### src/rtl/microsequencer.sv
// Microcode sequencer: tracks the T-state, forms the microcode ROM address,
// supplies the fixed two-word fetch, honours RT, stalls on device transfers
// and provides run / halt / single-step control for the front panel.
module microsequencer #(
    parameter logic [15:0] FETCH0 = 16'h0040,
    parameter logic [15:0] FETCH1 = 16'h3480
) (
    input  logic        clk,
    input  logic        reset_n,
    input  logic [7:0]  opcode,
    input  logic [15:0] rom_data,
    input  logic        dev_ready,
    input  logic        run,
    input  logic        step,
    output logic [10:0] rom_addr,
    output logic [15:0] uinstr,
    output logic [2:0]  tstate,
    output logic        halted,
    output logic        instr_start
);

    typedef enum logic [1:0] {
        ST_HALT = 2'd0,
        ST_RUN  = 2'd1,
        ST_STEP = 2'd2
    } state_e;

    state_e     state_q, state_d;
    logic [2:0] tstate_q, tstate_d;

    logic       rt;
    logic       devx;
    logic       stall;
    logic       advance;
    logic [2:0] next_t;
    logic       boundary;

    // Register the control state and T-state; reset drops straight to HALT at T0.
    always_ff @(posedge clk or negedge reset_n) begin
        if (!reset_n) begin
            state_q  <= ST_HALT;
            tstate_q <= 3'd0;
        end else begin
            state_q  <= state_d;
            tstate_q <= tstate_d;
        end
    end

    // Select the current microinstruction and decode RT / device-transfer bits.
    always_comb begin
        uinstr = 16'h0000;
        if (state_q != ST_HALT) begin
            case (tstate_q)
                3'd0:    uinstr = FETCH0;
                3'd1:    uinstr = FETCH1;
                default: uinstr = rom_data;
            endcase
        end
        rt       = ~uinstr[15] & uinstr[11];
        devx     = (uinstr[8:6] == 3'd6) | (~uinstr[15] & (uinstr[14:12] == 3'd6));
        stall    = devx & ~dev_ready;
        advance  = (state_q != ST_HALT) & ~stall;
        next_t   = (rt || tstate_q == 3'd7) ? 3'd0 : tstate_q + 3'd1;
        boundary = advance & (next_t == 3'd0);
    end

    // Next T-state and run/halt/step transitions; a stall freezes everything.
    always_comb begin
        state_d  = state_q;
        tstate_d = advance ? next_t : tstate_q;
        case (state_q)
            ST_HALT: begin
                if (run) begin
                    state_d = ST_RUN;
                end else if (step) begin
                    state_d = ST_STEP;
                end
            end
            ST_RUN: begin
                if (boundary && !run) begin
                    state_d = ST_HALT;
                end
            end
            ST_STEP: begin
                if (boundary) begin
                    state_d = run ? ST_RUN : ST_HALT;
                end
            end
            default: begin
                state_d  = ST_HALT;
                tstate_d = 3'd0;
            end
        endcase
    end

    // Status outputs derived directly from the registered state.
    always_comb begin
        rom_addr    = {opcode, tstate_q};
        tstate      = tstate_q;
        halted      = (state_q == ST_HALT);
        instr_start = (state_q != ST_HALT) && (tstate_q == 3'd0);
    end

endmodule
### config.mk
export PLATFORM = sky130hd
export DESIGN_NAME = microsequencer
export DESIGN_NICKNAME = d
export VERILOG_FILES = /design/src/rtl/microsequencer.sv
export SDC_FILE = /design/constraint.sdc
export NUM_CORES = 1
export LEC_CHECK = 0
export CORE_UTILIZATION = 27
export DETAILED_ROUTE_END_ITERATION = 16
export PLACE_DENSITY_LB_ADDON = 0.3
export RECOVER_POWER = 100
export SYNTH_ARGS = -nofsm -noshare
export SYNTH_HDL_FRONTEND = slang
export SYNTH_SLANG_ARGS = --single-unit
### constraint.sdc
create_clock -name clk -period 1.9 [get_ports clk]
set_input_delay 0.19 -clock clk [delete_from_list [all_inputs] [get_ports clk]]
set_output_delay 0.19 -clock clk [all_outputs]
set_load 0.05 [all_outputs]
==> results of run 1 <==
cell type report:
class	count	area [µm²]	share of cell area (%)
Clock buffer	4	26.3	1.92
Inverter	5	18.8	1.37
Sequential cell	5	128	9.33
Timing Repair Buffer	52	681	49.8
Multi-Input combinational cell	57	479	35.0
Tap cell	28	35.0	2.56
per-layer routing:
metal	routed length [µm]	vias to the layer above	track usage, %
li1	-	345	-
met1	736	334	14.8
met2	991	33	28.3
met3	201	4	4.17
met4	26	0	7.41
met5	0	-	0
flip-flops by register name, summed over array words and instances (netlist names):
register / count
state_q: 2
tstate: 3
how the worst max path moves through the flow:
stage	startpoint	endpoint	slack, ps	depth (start not counted)
global route	state_q[0]$_DFFE_PN0P_	uinstr[4]	-10	6
detailed placement	tstate[1]$_DFFE_PN0P_	tstate[1]$_DFFE_PN0P_	20	8
global placement	tstate[0]$_DFFE_PN0P_	state_q[0]$_DFFE_PN0P_	80	6
CTS	tstate[1]$_DFFE_PN0P_	tstate[1]$_DFFE_PN0P_	3	8
floorplan	tstate[0]$_DFFE_PN0P_	tstate[1]$_DFFE_PN0P_	-480	8
finish	tstate[0]$_DFFE_PN0P_	uinstr[6]	70	5
through the flow:
step	setup WS, ps	instances	TNS [ps]
floorplan	-480	80	-2400
global placement	80.0	146	0
detailed placement	17.5	146	0
CTS	2.84	151	0
global route	-14.3	151	-96.4
finish	66.8	151	0
critical path, stage by stage (launching register included):
cell	delay (ps)
dfrtp_2	420
ha_2	190
and2b_2	230
o21a_1	200
nor2_1	180
buf_12	170
what timing repair did:
action,CTS,global route
hold buffers,0,0
pin swaps,0,4
resized for setup,3,7
endpoints found under the setup margin,1,5
cloned,1,0
placed cells by master (no fill, tap or decap), drive strengths merged, types with 4 or more instances in the layout:
master	netlist	routed
dfrtp	5	5
clkbuf	2	4
and2	10	10
clkdlybuf4s50	0	25
a21oi	5	5
ha	4	4
buf	11	26
inv	5	5
nor2	11	11
logic make-up (layout without fill, tap and decap cells):
group,count (synthesis),in the layout
AND/OR/NAND/NOR,38,38
buffers and inverters,18,61
AO/OA/AOI/OAI,12,12
multiplexers,2,2
flip-flops,5,5
adder cells (fa/ha/maj),5,5
==> results.py, run 1 <==
metrics = {
    "outcome": {
        "status": "completed",
    },
    "worst_setup_path": {
        "start_kind": "register",
        "regToRegEndpoint": "tstate[1]$_DFFE_PN0P_",
        "worstReg2RegStart": "tstate[0]$_DFFE_PN0P_",
        "r2r_cells": 8,
        "rrSetupSlack_ps": 70,
        "critPathMaxFanout": 5,
        "crit_type": "reg -> out",
        "end_kind": "output port",
        "critical_path_required_ps": 1710,
        "worstPathArrival_ps": 1640,
    },
    "final_layout": {
        "layout.core_utilization_pct": 61.2,
        "n_fill_cell": 195,
        "diodes": 0,
        "final_area_mm2": 0.00137,
        "nets": 157,
        "drive_above_1_share_pct": 49.6,
        "area_growth_pct": 111,
    },
    "yosys": {
        "synth-seq-cells": 5,
        "synth_xor_area_share_pct": 0,
        "synth_most_common_cell": "buf_4",
        "synthCells": 80,
        "yosys.area_share.adder_pct": 9.44,
        "syn_area_um2": 649,
        "synth_edf_count": 0,
        "synth-compound-area-share_pct": 15.6,
        "ys_warn_count": 0,
        "synth_mux_area_share_pct": 3.08,
        "avgSynthCellArea_um2": 8.12,
        "yosys_most_used_dff": "dfrtp_1",
        "synthSimpleGateAreaFrac_pct": 35.8,
        "synth_nets": 113,
        "synth_cell_types": 28,
        "synth_area_leader_cell": "dfrtp_1",
        "synth_top_family_by_area": "simple AND/OR/NAND/NOR gates",
        "yosysSeqAreaShare_pct": 19.3,
        "synth_top_area_share_pct": 19.3,
        "synthArstFlopShare_pct": 100,
        "synth_area_leaders": "dfrtp_1 19%, buf_4 13%, and2_1 9.6%, ha_1 7.7%, nor2_1 5.8%",
        "ys_top_cells_by_count": "11 x buf_4, 10 x and2_1, 10 x nor2_1",
    },
    "global_route": {
        "grt.overflow.total": 0,
        "track_usage_pct": 15.0,
        "grt_pass1_vias": 675,
        "antenna_found_initial": 0,
        "grt_max_degree": 8,
        "grt_pass1_wl_um": 2940,
    },
    "sta": {
        "fmax_mhz": 545,
        "finClkSkew_ps": 7.25,
        "grt_setup_unrepaired": "true",
        "final.period_utilization_pct": 96.5,
        "relSlewSlack_pct": 67.0,
        "setup_viol_count_final": 0,
        "hold_viol_final": 0,
        "tightestPinTransition_ps": 493,
        "drv_slew": 0,
        "period_minus_slack_ps": 1830,
        "hold_slack_ps": 234,
    },
    "cts": {
        "numCtsBuffers": 3,
        "clk_path_buf_depth": 2,
        "htreeDepth": 1,
        "path_clk_slew_ps": 50,
        "clk_latency_ps": 250,
        "cts_sinks": 5,
        "root_buffer": "clkbuf_4",
        "cts_setup_buffers": 0,
        "cts_tree": "done",
    },
    "place": {
        "post_dp_cell_area_mm2": 0.00130,
        "dp_hpwl_um": 1610,
        "portBuffers": 44,
        "gp_congestion": 0.722,
    },
    "routing": {
        "drt-vias-per-instance": 4.74,
        "detail_route.first_pass.iterations": 3,
        "routed_wl_um": 1960,
        "dr.first_iter.drc_count": 6,
        "drc": 0,
        "drtAntennaViolNets": 0,
        "vias": 716,
        "wl_per_cell_um": 12.9,
    },
    "floorplan": {
        "die_area_mm2": 0.00261,
        "start_util_pct": 29.1,
        "die_x_um": 51.0,
        "core_mm2": 0.00223,
        "die_h_um": 51.0,
        "io_pins": 61,
        "rows": 17,
    },
    "flow_run": {
        "drv_cap": 0,
    },
    "hold_path": {
        "hp-class": "in -> async",
    },
}
Power of run 1 is left out: the tool's default activity adds up to more than one toggle a clock period on the data nets, which glitch-free logic cannot reach.
==> run 2, diff against run 1 <==
--- a/config.mk
+++ b/config.mk
@@ -9,6 +9,7 @@
 export DETAILED_ROUTE_END_ITERATION = 16
 export PLACE_DENSITY_LB_ADDON = 0.3
 export RECOVER_POWER = 100
+export SLEW_MARGIN = 20
 export SYNTH_ARGS = -nofsm -noshare
 export SYNTH_HDL_FRONTEND = slang
 export SYNTH_SLANG_ARGS = --single-unit
==> results of run 2 <==
The final DEF is identical to that of run 1; final timing and power are the same.
Power of run 2 is left out for the same reason.
==> run 3, diff against run 2 <==
--- a/config.mk
+++ b/config.mk
@@ -5,6 +5,7 @@
 export SDC_FILE = /design/constraint.sdc
 export NUM_CORES = 1
 export LEC_CHECK = 0
+export CORE_MARGIN = 8
 export CORE_UTILIZATION = 27
 export DETAILED_ROUTE_END_ITERATION = 16
 export PLACE_DENSITY_LB_ADDON = 0.3
==> results.py, run 3 (same netlist as run 1, synthesis figures left out) <==
metrics = {
    "global_route": {
        "use_met3_pct": 2.92,
        "busiest_layer": "met2",
        "use_met1_pct": 12.4,
        "grt_pass1_vias": 819,
        "grt_max_degree": 11,
        "antenna_found_initial": 0,
        "use_met2_pct": 19.5,
        "track_usage_pct": 11.3,
        "grt.overflow.total": 0,
        "grt_pass1_wl_um": 3820,
    },
    "sta": {
        "setup_viol_count_final": 0,
        "fin_tns_setup_ps": 0,
        "drv_slew": 0,
        "tightestPinTransition_ps": 637,
        "grt_setup_unrepaired": "true",
        "finClkSkew_ps": 3.58,
        "period_minus_slack_ps": 1830,
        "final.period_utilization_pct": 96.5,
        "relSlewSlack_pct": 57.7,
        "fmax_mhz": 546,
        "hold_viol_final": 0,
    },
    "routing": {
        "wl_per_cell_um": 15.6,
        "routed_wl_um": 2390,
        "vias": 747,
        "drt-vias-per-instance": 4.88,
        "dr.first_iter.drc_count": 12,
        "drtAntennaViolNets": 0,
        "detail_route.first_pass.iterations": 4,
        "drc": 0,
    },
    "worst_setup_path": {
        "end_kind": "output port",
        "worstReg2RegStart": "tstate[0]$_DFFE_PN0P_",
        "critPathMaxFanout": 5,
        "r2r_cells": 7,
        "critical_path_required_ps": 1710,
        "regToRegEndpoint": "tstate[0]$_DFFE_PN0P_",
        "start_kind": "register",
        "crit_type": "reg -> out",
        "rrSetupSlack_ps": 70,
        "worstPathArrival_ps": 1640,
    },
    "cts": {
        "htreeDepth": 1,
        "root_buffer": "clkbuf_4",
        "numCtsBuffers": 3,
        "clk_latency_ps": 250,
        "holdBufCountCts": 0,
        "cts_sinks": 5,
        "path_clk_slew_ps": 50,
        "cts_tree": "done",
        "clk_path_buf_depth": 2,
    },
    "floorplan": {
        "die_x_um": 65.0,
        "start_util_pct": 28.8,
        "rows": 17,
        "core_mm2": 0.00225,
        "io_pins": 61,
        "die_area_mm2": 0.00423,
        "die_h_um": 65.0,
    },
    "hold_path": {
        "hp-class": "in -> async",
    },
    "place": {
        "dp_hpwl_um": 2020,
        "portBuffers": 44,
        "placed_cells": 147,
        "gp_congestion": 0.700,
        "post_dp_cell_area_mm2": 0.00131,
    },
    "final_layout": {
        "nets": 159,
        "final_cell_mix": "21 x clkdlybuf4s50_1, 15 x buf_12, 10 x and2_2",
        "layout.core_utilization_pct": 58.8,
        "multi_input_comb_area_um2": 474,
        "area_growth_pct": 104,
        "largest_reg_flops": 3,
        "layout_commonest_cell": "clkdlybuf4s50_1",
        "final_area_mm2": 0.00133,
        "diodes": 0,
        "final_cells": 153,
        "n_fill_cell": 211,
        "regArea_um2": 128,
        "drive_above_1_share_pct": 47.2,
    },
    "flow_run": {
        "drv_cap": 0,
    },
    "outcome": {
        "status": "completed",
    },
}
[run 3: area by class of cell]
| cell class | instances | area share [%] |
|---|---|---|
| Clock buffer | 4 | 1.98 |
| Inverter | 5 | 1.60 |
| Multi-Input combinational cell | 57 | 35.8 |
| Sequential cell | 5 | 9.62 |
| Tap cell | 28 | 2.64 |
| Timing Repair Buffer | 54 | 48.4 |
[run 3: stage by stage]
| stage | hold slack (ps) | setup WS (ps) |
|---|---|---|
| 2_1_floorplan | -106 | -480 |
| 3_3_place_gp | 380 | 60.6 |
| 3_5_place_dp | 380 | 31.0 |
| 4_1_cts | 170 | 9.40 |
| 5_1_grt | 256 | -6.84 |
| 6_report | 234 | 67.4 |
[run 3: critical path, cell delays in order, from the launching register on]
cell and delay, ps:
dfrtp_2 430, ha_4 170, o21ba_4 240, nor2_4 100, buf_2 140, and2_2 170, buf_12 130
[run 3: worst max path at each step]
stage	startpoint	slack [ps]	depth (start not counted)	end
2_1_floorplan	tstate[0]$_DFFE_PN0P_	-480	8	tstate[1]$_DFFE_PN0P_
3_3_place_gp	tstate[0]$_DFFE_PN0P_	60	6	state_q[0]$_DFFE_PN0P_
3_5_place_dp	tstate[1]$_DFFE_PN0P_	30	8	tstate[2]$_DFFE_PN0P_
4_1_cts	tstate[0]$_DFFE_PN0P_	9	6	uinstr[11]
5_1_grt	tstate[0]$_DFFE_PN0P_	-7	7	tstate[1]$_DFFE_PN0P_
6_report	tstate[0]$_DFFE_PN0P_	70	6	uinstr[9]
[run 3: metal layers]
layer | wire length, µm | vias up
met2 | 1100 | 43
li1 | - | 348
met1 | 999 | 349
met3 | 223 | 7
met4 | 64 | 0
met5 | 0 | -
[run 3: timing repair]
action	in CTS	in global routing
endpoints found under the setup margin	0	15
buffers inserted	0	1
gates resized for setup	0	7
hold endpoints to repair	0	0
Power of run 3 is left out for the same reason.
